===== src/rtl/joystick_spi_responder_if.sv =====
`timescale 1ns/1ps
// joystick_spi_responder_if
//   SPI bus between the joystick SPI master and the responder.
//   sck  : SPI clock, idle low (master -> slave)
//   cs   : active-low chip select (master -> slave)
//   mosi : master out, slave in
//   miso : master in, slave out
interface joystick_spi_responder_if;
  logic sck;
  logic cs;
  logic mosi;
  logic miso;

  modport master (output sck, output cs, output mosi, input miso);
  modport slave  (input sck, input cs, input mosi, output miso);
endinterface


===== src/rtl/joystick_spi_responder.sv =====
`timescale 1ns/1ps
// joystick_spi_responder
//   SPI mode-0 slave (MSB first) standing in for the physical joystick.
//   Answers the joystick frame with x/y/button data latched at cs fall and
//   captures the LED command carried in the first received byte.
//
//   Ports:
//     clk50M     system clock, all logic on posedge
//     reset      synchronous, active-high
//     spi        SPI bus (slave modport): sck, cs, mosi in; miso out
//     x_in       10-bit x position to report
//     y_in       10-bit y position to report
//     btn_in     {btn2,btn1,jbtn}
//     led        {LD2,LD1} from the last valid LED command byte
//     frame_done 1-cycle pulse on cs rise after a complete frame
//     frame_err  sticky frame error flag
//
//   Build option: define JSTK_FRAME_CHECK_EN to build the frame checker that
//   drives frame_err; otherwise frame_err is tied low.
//
//   The master's SCK half-period must be at least SYNC_STAGES+2 clk cycles.
module joystick_spi_responder #(
  parameter int SYNC_STAGES = 2,
  parameter int NUM_BYTES   = 5
) (
  input  logic                           clk50M,
  input  logic                           reset,
  joystick_spi_responder_if.slave        spi,
  input  logic [9:0]                     x_in,
  input  logic [9:0]                     y_in,
  input  logic [2:0]                     btn_in,
  output logic [1:0]                     led,
  output logic                           frame_done,
  output logic                           frame_err
);

  localparam int BCW = $clog2(NUM_BYTES + 1);
  localparam logic [BCW-1:0] NB = BCW'(NUM_BYTES);

  typedef enum logic [1:0] {WAIT_IDLE, IDLE, SHIFT} state_t;

  state_t state_q, state_d;

  logic [SYNC_STAGES-1:0] sck_sync, cs_sync, mosi_sync;
  logic       sck_d, cs_d;
  logic       sck_s, cs_s, mosi_s;
  logic       sck_rise, sck_fall, cs_rise, cs_fall;

  logic       start_frame, end_frame, rise_en, fall_en;

  logic [9:0] x_lat, y_lat;
  logic [2:0] btn_lat;
  logic [7:0] tx_sh;
  logic [6:0] rx_q;
  logic [7:0] rx_next;
  logic [2:0] bit_cnt;
  logic [BCW-1:0] byte_cnt, byte_cnt_inc;
  logic [7:0] next_byte;
  int         nb_idx;
  logic       miso_q;

  // Synchronisers plus one extra flop each on sck/cs for edge detection.
  // NOTE: sequential state uses non-blocking assignments so every flop
  // samples the pre-edge value of its neighbour; blocking here would
  // collapse the synchroniser chain into a single stage.
  always_ff @(posedge clk50M) begin
    if (reset) begin
      // cs chain resets low so a frame in progress is not mistaken for idle.
      sck_sync  <= '0;
      cs_sync   <= '0;
      mosi_sync <= '0;
      sck_d     <= 1'b0;
      cs_d      <= 1'b0;
    end else begin
      sck_sync  <= {sck_sync[SYNC_STAGES-2:0], spi.sck};
      cs_sync   <= {cs_sync[SYNC_STAGES-2:0], spi.cs};
      mosi_sync <= {mosi_sync[SYNC_STAGES-2:0], spi.mosi};
      sck_d     <= sck_s;
      cs_d      <= cs_s;
    end
  end

  assign sck_s    = sck_sync[SYNC_STAGES-1];
  assign cs_s     = cs_sync[SYNC_STAGES-1];
  assign mosi_s   = mosi_sync[SYNC_STAGES-1];
  assign sck_rise = sck_s & ~sck_d;
  assign sck_fall = ~sck_s & sck_d;
  assign cs_rise  = cs_s & ~cs_d;
  assign cs_fall  = ~cs_s & cs_d;

  // FSM state register
  always_ff @(posedge clk50M) begin
    if (reset) state_q <= WAIT_IDLE;
    else       state_q <= state_d;
  end

  // FSM next state and datapath strobes.
  // NOTE: every signal driven here gets a default first; a path that leaves
  // one unassigned would infer a latch.
  always_comb begin
    state_d     = state_q;
    start_frame = 1'b0;
    end_frame   = 1'b0;
    rise_en     = 1'b0;
    fall_en     = 1'b0;
    unique case (state_q)
      WAIT_IDLE: if (cs_s) state_d = IDLE;
      IDLE: begin
        if (cs_fall) begin
          state_d     = SHIFT;
          start_frame = 1'b1;
        end
      end
      SHIFT: begin
        // cs rise takes priority over an sck edge in the same cycle.
        if (cs_rise) begin
          state_d   = IDLE;
          end_frame = 1'b1;
        end else begin
          rise_en = sck_rise;
          fall_en = sck_fall;
        end
      end
      default: state_d = WAIT_IDLE;
    endcase
  end

  assign rx_next      = {rx_q, mosi_s};
  assign byte_cnt_inc = (byte_cnt >= NB) ? NB : byte_cnt + 1'b1;
  assign nb_idx       = int'(byte_cnt_inc);

  // Byte to present after the current one completes; 0x00 past the frame.
  always_comb begin
    next_byte = 8'h00;
    if (nb_idx < NUM_BYTES) begin
      case (nb_idx)
        0:       next_byte = x_lat[7:0];
        1:       next_byte = {6'b0, x_lat[9:8]};
        2:       next_byte = y_lat[7:0];
        3:       next_byte = {6'b0, y_lat[9:8]};
        4:       next_byte = {5'b0, btn_lat};
        default: next_byte = 8'h00;
      endcase
    end
  end

  always_ff @(posedge clk50M) begin
    if (reset) begin
      x_lat      <= '0;
      y_lat      <= '0;
      btn_lat    <= '0;
      tx_sh      <= '0;
      rx_q       <= '0;
      bit_cnt    <= '0;
      byte_cnt   <= '0;
      miso_q     <= 1'b0;
      led        <= 2'b00;
      frame_done <= 1'b0;
    end else begin
      frame_done <= 1'b0;
      if (start_frame) begin
        // Freeze the report for the whole frame and put B0[7] on miso now,
        // ahead of the master's first rising sck.
        x_lat    <= x_in;
        y_lat    <= y_in;
        btn_lat  <= btn_in;
        tx_sh    <= x_in[7:0];
        miso_q   <= x_in[7];
        rx_q     <= '0;
        bit_cnt  <= '0;
        byte_cnt <= '0;
      end
      if (end_frame) begin
        miso_q     <= 1'b0;
        frame_done <= (byte_cnt >= NB) && (bit_cnt == 3'd0);
      end
      if (rise_en) begin
        rx_q    <= rx_next[6:0];
        bit_cnt <= bit_cnt + 3'd1;
        if (bit_cnt == 3'd7) begin
          tx_sh    <= next_byte;
          byte_cnt <= byte_cnt_inc;
          if (byte_cnt == '0 && rx_next[7:2] == 6'b100000) led <= rx_next[1:0];
        end
      end
      if (fall_en) begin
        // bit_cnt==0 here means a byte boundary: present the freshly loaded
        // byte's MSB instead of shifting.
        if (bit_cnt == 3'd0) begin
          miso_q <= tx_sh[7];
        end else begin
          tx_sh  <= {tx_sh[6:0], 1'b0};
          miso_q <= tx_sh[6];
        end
      end
    end
  end

  assign spi.miso = miso_q;

`ifdef JSTK_FRAME_CHECK_EN
  // Short frame, partial byte, or a byte completing beyond the frame length.
  always_ff @(posedge clk50M) begin
    if (reset) begin
      frame_err <= 1'b0;
    end else if ((end_frame && (bit_cnt != 3'd0 || byte_cnt < NB)) ||
                 (rise_en && bit_cnt == 3'd7 && byte_cnt >= NB)) begin
      frame_err <= 1'b1;
    end
  end
`else
  assign frame_err = 1'b0;
`endif

endmodule


===== src/flat_wrapper.sv =====
// flat-port wrapper written by rule: the top's interface ports become plain ports
module joystick_spi_responder_flat 
#(
  parameter int SYNC_STAGES = 2,
  parameter int NUM_BYTES   = 5
)
  (clk50M, reset, x_in, y_in, btn_in, led, frame_done, frame_err, spi_sck, spi_cs, spi_mosi, spi_miso);
  joystick_spi_responder_if spi_i ();
  input  logic clk50M;
  input  logic reset;
  input  logic [9:0] x_in;
  input  logic [9:0] y_in;
  input  logic [2:0] btn_in;
  output logic [1:0] led;
  output logic frame_done;
  output logic frame_err;
  input wire logic [$bits(spi_i.sck)-1:0] spi_sck;
  input wire logic [$bits(spi_i.cs)-1:0] spi_cs;
  input wire logic [$bits(spi_i.mosi)-1:0] spi_mosi;
  output wire logic [$bits(spi_i.miso)-1:0] spi_miso;
  assign spi_i.sck = spi_sck;
  assign spi_i.cs = spi_cs;
  assign spi_i.mosi = spi_mosi;
  assign spi_miso = spi_i.miso;
  joystick_spi_responder #(.SYNC_STAGES(SYNC_STAGES), .NUM_BYTES(NUM_BYTES)) u_core (.clk50M(clk50M), .reset(reset), .spi(spi_i), .x_in(x_in), .y_in(y_in), .btn_in(btn_in), .led(led), .frame_done(frame_done), .frame_err(frame_err));
endmodule

===== config.mk =====
export PLATFORM = sky130hd
export DESIGN_NAME = joystick_spi_responder_flat
export DESIGN_NICKNAME = d
export VERILOG_FILES = /design/src/rtl/joystick_spi_responder_if.sv /design/src/rtl/joystick_spi_responder.sv /design/src/flat_wrapper.sv
export SDC_FILE = /design/constraint.sdc
export NUM_CORES = 1
export LEC_CHECK = 0
export CAP_MARGIN = 20
export CORE_ASPECT_RATIO = 0.5
export CORE_UTILIZATION = 40
export DETAILED_ROUTE_END_ITERATION = 10
export PLACE_DENSITY = 0.57
export REMOVE_ABC_BUFFERS = 1
export SLEW_MARGIN = 40
export SYNTH_ARGS = -nofsm -noshare
export SYNTH_HDL_FRONTEND = slang
export SYNTH_SLANG_ARGS = --single-unit

===== constraint.sdc =====
create_clock -name clk50M -period 1.9 [get_ports clk50M]
set_input_delay 0.57 -clock clk50M [delete_from_list [all_inputs] [get_ports clk50M]]
set_output_delay 0.57 -clock clk50M [all_outputs]
set_load 0.01 [all_outputs]

==> results of run 1 <==
## timing repair
item                       4_1_cts  5_1_grt
hold buffers                     0        0
setup endpoints to repair        1        2
resized for setup                1        1
## per-stage QoR
step / TNS, ns / power (mW)
6_report: 0 / 2.85
5_1_grt: 0 / 2.96
4_1_cts: 0 / 2.89
3_5_place_dp: 0 / 1.38
3_3_place_gp: 0 / 1.37
2_1_floorplan: -2.17 / 1.29
## logic make-up (layout without fill, tap and decap cells)
logic type               after synthesis  after routing
AND/OR/NAND/NOR                      139            139
AO/OA/AOI/OAI                         67             67
flip-flops                            58             58
buffers and inverters                 32             68
multiplexers                          13             13
adder cells (fa/ha/maj)                6              6
other                                  1              1
## layout by cell type, fill, tap and decap left out, types with 3 or more instances in the layout
| cell type | count |
|---|---|
| nand2_1 | 64 |
| dfxtp_1 | 58 |
| a21oi_1 | 38 |
| clkdlybuf4s50_1 | 30 |
| nor2_1 | 28 |
| nor2b_1 | 12 |
| nand3_1 | 10 |
| buf_4 | 10 |
| clkbuf_16 | 9 |
| mux2i_1 | 8 |
| inv_1 | 7 |
| and3_1 | 6 |
| a31oi_1 | 5 |
| mux2_2 | 5 |
| a21o_1 | 5 |
| a311oi_2 | 5 |
| o21ai_0 | 5 |
| ha_1 | 5 |
| nor3_1 | 4 |
| nand2b_1 | 3 |
| nand4_1 | 3 |
| clkbuf_8 | 3 |
## metal layers
metal  vias up  share of wire [%]  GRT usage, %
met5         -                  0             0
met2        40                 44          29.1
li1       1134                  -             -
met1      1049                 51          22.9
met3         8                4.1          6.75
met4         0                1.3          7.23
## report_power, final
group | internal [mW] | leakage, nW | switching [mW]
Sequential | 1.23 | 0.469 | 0.00851
Clock | 0.982 | 0.143 | 0.510
Combinational | 0.0689 | 0.603 | 0.0438
Total | 2.28 | 1.21 | 0.562
## Yosys cell counts, drive strengths merged
| library cell | count | share of area, % |
|---|---|---|
| nor4 | 3 | 0.95 |
| o21ai | 7 | 1.5 |
| clkbuf | 4 | 0.57 |
| and4 | 2 | 0.67 |
| and3 | 6 | 1.4 |
| o22a | 1 | 0.33 |
| a311oi | 5 | 2.9 |
| o2bb2ai | 1 | 0.33 |
| nand3 | 10 | 1.9 |
| inv | 9 | 1.3 |
| nor2b | 13 | 3.4 |
| o2111ai | 1 | 0.33 |
| nand2b | 3 | 0.71 |
| ha | 6 | 2.9 |
| buf | 19 | 4.4 |
| dfxtp | 58 | 44 |
| conb | 1 | 0.14 |
| a21o | 5 | 1.4 |
| mux2 | 5 | 2.1 |
| nand4bb | 1 | 0.43 |
| mux2i | 8 | 3.0 |
| or3 | 1 | 0.24 |
| a211oi | 2 | 0.76 |
| and4bb | 1 | 0.48 |
| nand4 | 3 | 0.71 |
| nor2 | 28 | 4.0 |
| nor3 | 4 | 0.76 |
| a2bb2oi | 2 | 0.67 |
| a21oi | 38 | 7.2 |
| nand2 | 64 | 9.1 |
| a31oi | 5 | 1.2 |
## sequential cells by signal (all words and copies together), names as in the netlist
signal,count
u_core.byte_cnt,3
u_core.spi.miso,1
u_core.x_lat,10
u_core.sck_d,1
u_core.sck_sync,2
u_core.mosi_sync,2
u_core.cs_sync,2
u_core.cs_d,1
u_core.btn_lat,3
u_core.y_lat,10
u_core.rx_q,7
u_core.tx_sh,8
u_core.bit_cnt,3
u_core.frame_done,1
u_core.state_q,2
u_core.led,2
## layout make-up
class | instances | area, sq um
fill | 625 | 2880
multi-input combinational | 226 | 1320
sequential | 58 | 1160
timing repair buffer | 43 | 420
clock buffer | 14 | 274
tap | 88 | 110
inverter | 9 | 33.8
clock inverter | 2 | 10.0
## path summary, 6_finish.rpt
kind	from	to	slack, ns	depth (start not counted)
worst min-delay path	u_core.sck_sync[0]	u_core.sck_sync[1]	0.43	1
worst max-delay path	u_core.spi.miso	spi_miso	0.14	1
worst min register to register	u_core.sck_sync[0]	u_core.sck_sync[1]	0.43	1
worst max register to register	u_core.byte_cnt[0]	u_core.tx_sh[1]	0.15	6
==> results_dict.tcl, run 1 <==
set metrics [dict create \
    critPathBufInv 1 \
    fmax_mhz 569 \
    start_util_pct 42.4 \
    synthAdderAreaFrac_pct 2.86 \
    drc 0 \
    drt-initial-drc-count 143 \
    post-cts-setup-buffers 0 \
    routabilityCongestion 0.807 \
    coreArea_sq_um 6210 \
    dp_hpwl_mm 3.77 \
    synth_cell_types 40 \
    netlist_area_sq_um 2630 \
    yosys.area_share.simple_pct 24.8 \
    placed_area_sq_um 3030 \
    synth_top_family_by_area "simple AND/OR/NAND/NOR gates" \
    worst_slack_ns 0.142 \
    place_inst 424 \
    worstSkewPairLatency_ns 0.32 \
    power.leakage_nw 1.21 \
    drive_gt1_share_pct 12.5 \
    final_cells 440 \
    die_area_sq_um 6920 \
    pre_cts_slack_ns 0.0105 \
    antenna_cells 0 \
    crit_family "buffers and inverters" \
    cp.arrival_ns 1.19 \
    clock_skew_ns 0.00502 \
    die_h_um 59.3 \
    grt_pass1_wl_mm 9.34 \
    slowest_delay_ns 0.54 \
    cts_buffers 9 \
    syn2layout_area_growth_pct 26.5 \
    rows 20 \
    track_usage_pct 18.3 \
    cp_data_required_time_ns 1.33 \
    cap_violations 0 \
    drt-pass1-iter-count 4 \
    cp_max_fo 2 \
    outcome "finished, final reports clean" \
    min_period_ns 1.76 \
    antenna_left 0 \
    hold_viol 0 \
    stdcell_area_sq_um 3330 \
    crit_slowest_cell "clkdlybuf4s50_1" \
    drv_slew 0 \
    wirelength_mm 5.64 \
    holdWs_ns 0.432 \
    ios 33 \
    antenna_found_initial 0 \
    power.density_nw_per_um2 856 \
    rsz0062_at_grt "false" \
    synth.avg_cell_area_sq_um 8.32 \
    die_w_um 117 \
    finalSetupViolCount 0 \
    ir_drop_uv 406 \
    utilization_pct 53.6 \
    cts_tree "built" \
    clkTransAtPathRegs_ns 0.05 \
    portBuffers 31 \
    routedWlPerCell_um 12.8 \
    cts-root-buf "clkbuf_16" \
    yosys_warnings 0 \
    gr-total-overflow 0 \
    clock_path_buffers 2 \
    nNetsFinal 381 \
    synth_xor_xnor_area_share_pct 0 \
    startpoint_type "flop" \
    final.period_utilization_pct 92.5 \
    ys_seq_elements 58 \
    htree_num_levels 3 \
    clock-sinks 58 \
    grt_pass1_vias 2012 \
    cp-end-kind "output pin" \
    synthMuxAreaShare_pct 5.19 \
    path_class "flop to output pin" \
    hp-class "flop to flop" \
    routed_via_density 5.07 \
    grt_max_degree 35 \
    vias 2231 \
    synth_compound_area_share_pct 16.6 \
    cp_cell_sequence "clkdlybuf4s50_1" \
    yosysSeqAreaShare_pct 44.2 \
    synth_cells 316 \
]
No activity file was read; power rests on OpenSTA's default activity.
==> run 2, diff against run 1 <==
- ABC_CLOCK_PERIOD_IN_PS: unset -> 1900
- CTS_BUF_LIST: unset -> sky130_fd_sc_hd__clkbuf_2 sky130_fd_sc_hd__clkbuf_4 sky130_fd_sc_hd__clkbuf_8
==> run 2 against run 1 <==
Die area unchanged. Wire length shrank 0.12%. Count of clock-buffer cells in the layout unchanged. Global-route usage decreased by 0.059 points. Via count is 0.81% lower. Setup slack worse by 0.019 ns. Non-clock buffer count unchanged. First-iteration DRC count fell by 9.8%. Utilization shrank 1.5 points. Critical path depth did not move. Flip-flop and latch count did not move. Sequential power hardly changed. Critical path type unchanged. Critical endpoint unchanged. Largest power group is now registers. Highest routed layer unchanged.
==> results_dict.tcl, run 2 (synthesis results as in run 1) <==
set metrics [dict create \
    met2_usage_pct 29.0 \
    routedWlPerCell_um 12.8 \
    clock_path_buffers 2 \
    drive_gt1_share_pct 13.1 \
    rr_endpoint "u_core.tx_sh[1]" \
    power.density_nw_per_um2 748 \
    finalSetupViolCount 0 \
    fill_cells 641 \
    ios 33 \
    clock_skew_ns 0.00601 \
    cp-end-kind "output pin" \
    outcome "finished, final reports clean" \
    crit_family "buffers and inverters" \
    worstSkewPairLatency_ns 0.34 \
    hold_depth 1 \
    r2r-start "u_core.byte_cnt[0]" \
    antenna_left 0 \
    dp_hpwl_mm 3.77 \
    wirelength_mm 5.63 \
    routabilityCongestion 0.807 \
    final.period_utilization_pct 93.5 \
    die_h_um 59.3 \
    syn2layout_area_growth_pct 22.9 \
    post-cts-setup-buffers 0 \
    hp-class "flop to flop" \
    cts_tree "built" \
    use_met1_pct 23.0 \
    htree_num_levels 3 \
    drt-initial-drc-count 129 \
    coreArea_sq_um 6210 \
    ff2ff_path_depth 6 \
    track_usage_pct 18.3 \
    holdWs_ns 0.435 \
    power.leakage_nw 1.18 \
    antenna_cells 0 \
    final_cell_mix "nand2_1, dfxtp_1, a21oi_1" \
    clkTransAtPathRegs_ns 0.06 \
    multi_input_area_sq_um 1320 \
    start_util_pct 42.4 \
    grt_pass1_wl_mm 9.33 \
    min_period_ns 1.78 \
    cts-root-buf "clkbuf_8" \
    hold_buffers 0 \
    hold_end "u_core.cs_sync[1]" \
    startpoint_type "flop" \
    clock-sinks 58 \
    cp_data_required_time_ns 1.33 \
    critPathBufInv 1 \
    drc 0 \
    place_inst 424 \
    portBuffers 31 \
    vias 2213 \
    reg.largest.list "u_core.x_lat (10), u_core.y_lat (10), u_core.tx_sh (8)" \
    hold_viol 0 \
    grt_pass1_vias 2008 \
    drt-pass1-iter-count 4 \
    seq_area_sq_um 1160 \
    ir_drop_uv 382 \
    antenna_found_initial 0 \
    utilization_pct 52.1 \
    cp_max_fo 2 \
    rsz0062_at_grt "false" \
    cts_resized 1 \
    final_cells 440 \
    top_usage_layer "met2" \
    mostFrequentLayoutCell "nand2_1" \
    pre_cts_slack_ns 0.0105 \
    cp.arrival_ns 1.21 \
    rows 20 \
    cap_violations 0 \
    finalSetupTns_ns 0 \
    path_class "flop to output pin" \
    fmax_mhz 563 \
    slowest_delay_ns 0.54 \
    crit_slowest_cell "clkdlybuf4s50_1" \
    use_met3_pct 6.75 \
    routed_via_density 5.03 \
    worst_slack_ns 0.124 \
    die_w_um 117 \
    stdcell_area_sq_um 3230 \
    grt_max_degree 35 \
    gr-total-overflow 0 \
    die_area_sq_um 6920 \
    cts_buffers 9 \
    placed_area_sq_um 3030 \
    r2r_slack_ns 0.15 \
    nNetsFinal 381 \
    power.total_mw 2.42 \
    cp_cell_sequence "clkdlybuf4s50_1" \
    min-delay-start "u_core.cs_sync[0]" \
    drv_slew 0 \
]
==> run 2: cell counts in the layout (fill, tap and decap cells not counted) <==
No cell type changed its count.
==> run 2: area by class of cell <==
| cell class | instances | area share, % |
|---|---|---|
| Timing Repair Buffer | 43 | 13.0 |
| Multi-Input combinational cell | 226 | 40.7 |
| Sequential cell | 58 | 35.9 |
| Clock inverter | 2 | 0.310 |
| Clock buffer | 14 | 5.57 |
| Inverter | 9 | 1.05 |
| Tap cell | 88 | 3.41 |
==> run 2: worst max-delay path by stage <==
stage | to | start | slack [ns] | cells past startpoint
floorplan | u_core.rx_q[1] | u_core.state_q[0] | -0.21 | 4
global placement | u_core.tx_sh[2] | u_core.byte_cnt[0] | 0.13 | 7
detailed placement | u_core.tx_sh[2] | u_core.byte_cnt[0] | 0.01 | 7
CTS | u_core.tx_sh[2] | u_core.byte_cnt[0] | 0.09 | 7
global route | u_core.tx_sh[4] | u_core.bit_cnt[0] | 0.01 | 7
finish | spi_miso | u_core.spi.miso | 0.12 | 1
==> run 2: metal layers <==
layer | wire, um | share of wire [%]
met1 | 2840 | 50
met2 | 2500 | 44
met3 | 263 | 4.7
met4 | 29 | 0.52
met5 | 0 | 0
==> run 2: power by group <==
group          switching (mW)  internal [mW]
Sequential            0.00852           1.23
Clock                   0.464          0.605
Combinational          0.0433         0.0689
Total                   0.515           1.90
